File: config.mk
export PLATFORM = sky130hd
export DESIGN_NAME = useq_ng
export DESIGN_NICKNAME = d
export VERILOG_FILES = /design/src/rtl/useq_ng.sv
export SDC_FILE = /design/constraint.sdc
export NUM_CORES = 1
export LEC_CHECK = 0
export ABC_AREA = 1
export ABC_CLOCK_PERIOD_IN_PS = 3200
export BUFFER_PORTS_ARGS = -buffer_cell sky130_fd_sc_hd__buf_4
export CORE_ASPECT_RATIO = 0.8
export CORE_UTILIZATION = 50
export CTS_BUF_LIST = sky130_fd_sc_hd__clkbuf_4
export CTS_CLUSTER_SIZE = 28
export DETAILED_ROUTE_END_ITERATION = 10
export PLACE_DENSITY = 0.72
export SLEW_MARGIN = 20
export SYNTH_ARGS = -nofsm -noshare
export SYNTH_HDL_FRONTEND = slang
export SYNTH_SLANG_ARGS = --single-unit
export TNS_END_PERCENT = 30
File: constraint.sdc
create_clock -name clk -period 3.2 [get_ports clk]
set_input_delay 0.16 -clock clk [delete_from_list [all_inputs] [get_ports clk]]
set_output_delay 0.16 -clock clk [all_outputs]
set_load 0.1 [all_outputs]
File: src/rtl/useq_ng.sv
// useq_ng: next-generation KS10 microsequencer core.
// Builds the next CROM address from the J field, the dispatch and skip inputs,
// and a call/return stack. It forces the reset and page-fail trap addresses,
// keeps a microcode loop counter, and gives console halt/single-step control.
//
// Ports
//   clk, rst        clock; asynchronous active-high reset
//   clken           clock enable; no state changes unless clken=1
//   trap            page fail: forces TRAP_ADDR and implies a call
//   j               CROM J field
//   disp_addr       dispatch mux output
//   skip_addr       skip logic output
//   call            CROM call bit
//   ret             decoded return dispatch
//   ld_cnt          load the loop counter
//   dec_cnt         decrement the loop counter
//   cnt_val         loop counter load value
//   halt_req        console halt request
//   run             console resume
//   step            single step while halted
//   clr_err         clear the sticky stack flags
//   addr            next CROM address (combinational)
//   cur_addr        address of the executing microword
//   tos             top of stack (RESET_ADDR when the stack is empty)
//   sp              stack entry count
//   halted          sequencer halted
//   stk_ovf         sticky stack overflow
//   stk_unf         sticky stack underflow
//   cnt_zero        loop counter is zero
module useq_ng #(
    parameter int unsigned     AW         = 12,
    parameter int unsigned     SDEPTH     = 8,
    parameter logic [AW-1:0]   RESET_ADDR = '0,
    parameter logic [AW-1:0]   TRAP_ADDR  = {AW{1'b1}},
    parameter int unsigned     CNTW       = 8
) (
    input  logic                     clk,
    input  logic                     rst,
    input  logic                     clken,
    input  logic                     trap,
    input  logic [AW-1:0]            j,
    input  logic [AW-1:0]            disp_addr,
    input  logic [AW-1:0]            skip_addr,
    input  logic                     call,
    input  logic                     ret,
    input  logic                     ld_cnt,
    input  logic                     dec_cnt,
    input  logic [CNTW-1:0]          cnt_val,
    input  logic                     halt_req,
    input  logic                     run,
    input  logic                     step,
    input  logic                     clr_err,
    output logic [AW-1:0]            addr,
    output logic [AW-1:0]            cur_addr,
    output logic [AW-1:0]            tos,
    output logic [$clog2(SDEPTH):0]  sp,
    output logic                     halted,
    output logic                     stk_ovf,
    output logic                     stk_unf,
    output logic                     cnt_zero
);

    localparam int unsigned IW  = $clog2(SDEPTH);
    localparam int unsigned SPW = IW + 1;

    // The reset-pending, running and halted modes are mutually exclusive.
    typedef enum logic [1:0] {
        S_RST,
        S_RUN,
        S_HALT
    } state_t;

    state_t          state;
    state_t          state_nxt;
    logic            rst_pend;
    logic            hold;
    logic            adv;
    logic            do_push;
    logic            do_pop;

    logic [AW-1:0]   mem [SDEPTH];
    logic [IW-1:0]   ptr;
    logic [IW-1:0]   ptr_nxt;
    logic [IW-1:0]   top_idx;
    logic [IW-1:0]   wr_idx;
    logic            wr_en;
    logic [SPW-1:0]  sp_nxt;
    logic            full;
    logic            empty;
    logic            ovf_set;
    logic            unf_set;

    logic [CNTW-1:0] cnt;
    logic [CNTW-1:0] cnt_nxt;

    assign rst_pend = (state == S_RST);
    assign halted   = (state == S_HALT);
    assign hold     = halted & ~step;
    assign adv      = clken & ~hold;

    // A trap implies a call and suppresses any return in the same microword.
    assign do_push  = adv & (call | trap) & ~rst_pend;
    assign do_pop   = adv & ret & ~trap & ~rst_pend;

    // ptr is the next free slot; the top entry sits one below it (mod SDEPTH).
    assign top_idx  = ptr - IW'(1);
    assign full     = (sp == SPW'(SDEPTH));
    assign empty    = (sp == '0);
    assign tos      = empty ? RESET_ADDR : mem[top_idx];

    // Halt mode register.
    always_ff @(posedge clk or posedge rst) begin
        if (rst) begin
            state <= S_RST;
        end else begin
            state <= state_nxt;
        end
    end

    // Halt mode next state: halt_req beats run, and the reset-pending state
    // always leaves on the first enabled cycle.
    always_comb begin
        state_nxt = state;
        if (clken) begin
            if (halt_req) begin
                state_nxt = S_HALT;
            end else if (state == S_RST) begin
                state_nxt = S_RUN;
            end else if (state == S_HALT && run) begin
                state_nxt = S_RUN;
            end
        end
    end

    // Next address select.
    always_comb begin
        addr = RESET_ADDR;
        if (rst_pend) begin
            addr = RESET_ADDR;
        end else if (hold) begin
            addr = cur_addr;
        end else if (trap) begin
            addr = TRAP_ADDR;
        end else begin
            addr = (ret ? tos : disp_addr) | skip_addr | j;
        end
    end

    // Stack next state. A push on a full stack overwrites the oldest slot
    // because ptr then points at it. A push together with a pop replaces the top.
    always_comb begin
        sp_nxt  = sp;
        ptr_nxt = ptr;
        wr_en   = 1'b0;
        wr_idx  = ptr;
        ovf_set = 1'b0;
        unf_set = 1'b0;
        if (do_push && do_pop) begin
            wr_en  = 1'b1;
            wr_idx = top_idx;
        end else if (do_push) begin
            wr_en   = 1'b1;
            wr_idx  = ptr;
            ptr_nxt = ptr + IW'(1);
            if (full) begin
                ovf_set = 1'b1;
            end else begin
                sp_nxt = sp + SPW'(1);
            end
        end else if (do_pop) begin
            if (empty) begin
                unf_set = 1'b1;
            end else begin
                ptr_nxt = top_idx;
                sp_nxt  = sp - SPW'(1);
            end
        end
    end

    // Loop counter next state; ld_cnt wins, and decrement saturates at zero.
    always_comb begin
        cnt_nxt = cnt;
        if (clken) begin
            if (ld_cnt) begin
                cnt_nxt = cnt_val;
            end else if (dec_cnt && cnt != '0) begin
                cnt_nxt = cnt - CNTW'(1);
            end
        end
    end

    // Sequencer state registers.
    always_ff @(posedge clk or posedge rst) begin
        if (rst) begin
            cur_addr <= RESET_ADDR;
            sp       <= '0;
            ptr      <= '0;
            stk_ovf  <= 1'b0;
            stk_unf  <= 1'b0;
            cnt      <= '0;
            cnt_zero <= 1'b1;
        end else begin
            if (adv) begin
                cur_addr <= addr;
            end
            sp       <= sp_nxt;
            ptr      <= ptr_nxt;
            cnt      <= cnt_nxt;
            cnt_zero <= (cnt_nxt == '0);
            // A flag that is set in the same cycle overrides clr_err.
            if (ovf_set) begin
                stk_ovf <= 1'b1;
            end else if (clr_err && clken) begin
                stk_ovf <= 1'b0;
            end
            if (unf_set) begin
                stk_unf <= 1'b1;
            end else if (clr_err && clken) begin
                stk_unf <= 1'b0;
            end
        end
    end

    // Stack storage; the contents need no reset.
    always_ff @(posedge clk) begin
        if (wr_en) begin
            mem[wr_idx] <= addr;
        end
    end

endmodule

==> impl_metrics.yaml <==
logic_synthesis:
  avgSynthCellArea_um2: 9.74
  synth_fp_nets: 694
  ys_seq_elements: 128
  async_reset_ff_frac: 0.250
  synth_top_area_frac: 0.469
  syn-cell-area_mm2: 0.00615
  synth_ff_type: "edfxtp_1"
  synthTopCellsByArea: "edfxtp_1 47%, dfrtp_1 13%, nor2_1 8.4%"
  netlist-cell-type-count: 41
  synth_edf_count: 96
  ys_warn_count: 0
  synth_area_leader_cell: "edfxtp_1"
  yosysSeqAreaShare: 0.600
  syn_inst: 631
floorplanning:
  dieArea_mm2: 0.0127
  die_w_um: 126
  pin_count: 100
  rows: 35
  fp.dieH_um: 101
  initial_core_util: 0.524
  core_region_area_mm2: 0.0117
cells_and_area:
  final_nets: 818
  layout_commonest_cell: "nor2_1"
  syn_to_final_growth_pct: 24.2
  layout_common_cells: "126 x nor2_1, 111 x buf_4, 100 x nand2_1, 96 x edfxtp_1, 68 x o21ai_0"
  drive_gt1_frac: 0.234
  nFillCells: 940
  diodes: 0
critical_path:
  worstSetupPathType: "flop to primary output"
  start_kind: "flop"
  cp-end-kind: "primary output"
  worstReg2RegStart: "cnt[0]"
  worstPathArrival_ns: 2.84
  reg2reg_depth: 12
  cp_max_fo: 26
  required_ns: 3.04
  worst_r2r_endpoint: "cnt_zero"
  r2r_slack_ns: 0.57
placement:
  io_buffers: 99
  place_congestion: 0.913
  dp_slack_ns: 0.596
  dp_hpwl_mm: 11.0
global_routing:
  grt_remaining_overflow: 0
  grt_pass1_vias: 5021
  track_usage: 0.273
  grt_antenna_before_repair: 0
  grt_max_degree: 51
  grt_pass1_wl_mm: 25.9
min_path:
  hold_path.class: "input pin to flop"
  whs_endpoint: "cur_addr[7]"
  holdPathStages: 5
  hold_start: "disp_addr[7]"
flow_run:
  cap_violations: 0
sta:
  period_minus_slack_ns: 3.00
  finalMaxSlewViolations: 0
  hold_violations: 0
  fmax_mhz: 334
  setup_viol: 0
  relSlewSlack: 0.554
  rsz0062_at_grt: "yes"
  worst_slack_ns: 0.202
  clock-skew-final_ns: 0.0147
  hold_slack_ns: 0.0437
  worst_pin_slew_ns: 0.667
  min_period_over_period: 0.937
detailed_routing:
  drt_wl_total_mm: 16.2
  wl_per_cell_um: 17.7
  vias_per_cell: 5.75
  vias: 5268
  ant_nets: 0
  dr.pass1.iters: 5
  drtIter0Drc: 422
  drc: 0
cts:
  clock_sinks: 128
  cts_tree: "yes"
  clk_pin_slew_worst_paths_ns: 0.12
  clock_path_buffers: 2
  htreeDepth: 4
  root_buffer: "clkbuf_4"
  cts_buffers: 17
  clock_latency_ns: 0.54
status:
  status: "finished, final reports clean"
-- metal layers --
layer / up-vias / track usage / wire length, um
li1: 2443 / - / -
met1: 2512 / 0.363 / 6980
met2: 268 / 0.434 / 7430
met3: 45 / 0.0644 / 1330
met4: 0 / 0.116 / 459
met5: - / 0 / 0
-- logic make-up after synthesis --
group,count (synthesis),share of synthesized area
adders and majority gates,7,0.0155
xor gates and xnor gates,7,0.0124
and+or+nand+nor,302,0.215
AOI/OAI and AO/OA,122,0.115
buffers and inverters,65,0.0421
DFF,128,0.600
-- final cells by class --
type                       count  area, um^2  area share
inverter                      36         138      0.0180
sequential                   128        3680       0.483
tap                          148         185      0.0243
clock inverter                15         154      0.0202
timing repair buffer         134        1070       0.141
clock buffer                  17         128      0.0167
multi-input combinational    438        2270       0.297
-- metrics by stage --
stage               TNS (ns)  area (um^2)   util  std cells
finish                     0         7630  0.650        916
global route        -0.00332         7630  0.650        916
CTS                        0         7560  0.644        916
detailed placement         0         7120  0.607        869
global placement           0         7120  0.607        869
floorplan             -21.27         6160      -        631
-- registers in the layout, summed over array words and instances (netlist names) --
signal    flops
cnt           8
cnt_zero      1
ptr           3
stk_ovf       1
stk_unf       1
sp            4
cur_addr     12
mem          96
state         2
-- how the worst max path moves through the flow --
stage                 to  slack [ns]  startpoint
2_1_floorplan  mem[0][2]       -0.57       sp[0]
3_3_place_gp     addr[3]        0.66      ptr[1]
3_5_place_dp     addr[3]        0.60      ptr[1]
4_1_cts          addr[2]       0.003      ptr[1]
5_1_grt          addr[3]      -0.003      ptr[1]
6_report         addr[3]        0.20      ptr[1]
-- synthesized netlist by cell type (6+ instances only) --
master / n
ha_1: 6
dfrtp_1: 31
or3_1: 11
nor2_1: 137
inv_1: 31
o211ai_1: 24
nand3_1: 16
edfxtp_1: 96
o21ai_1: 9
and3_1: 12
a21oi_1: 6
nand2_1: 100
clkbuf_1: 22
nand4_1: 13
a211oi_1: 11
o21ai_0: 68
-- critical path, stage by stage, from the launching register on --
cell and delay (ns):
dfrtp_1 0.37, inv_1 0.07, ha_1 0.30, buf_4 0.28, o21ai_0 0.14, o211ai_1 0.26
nand4_1 0.17, nand2_1 0.09, nand2_1 0.10, nor2_4 0.25, buf_6 0.27
-- what timing repair did --
action,in CTS,in global routing
cloned,0,0
setup buffers,0,0
resized for setup,1,19
hold buffers,15,0
endpoints found under the hold margin,45,0
endpoints found under the setup margin,1,10
Power is left out: the tool's default activity adds up to more than one toggle a clock period on the data nets, which glitch-free logic cannot reach.
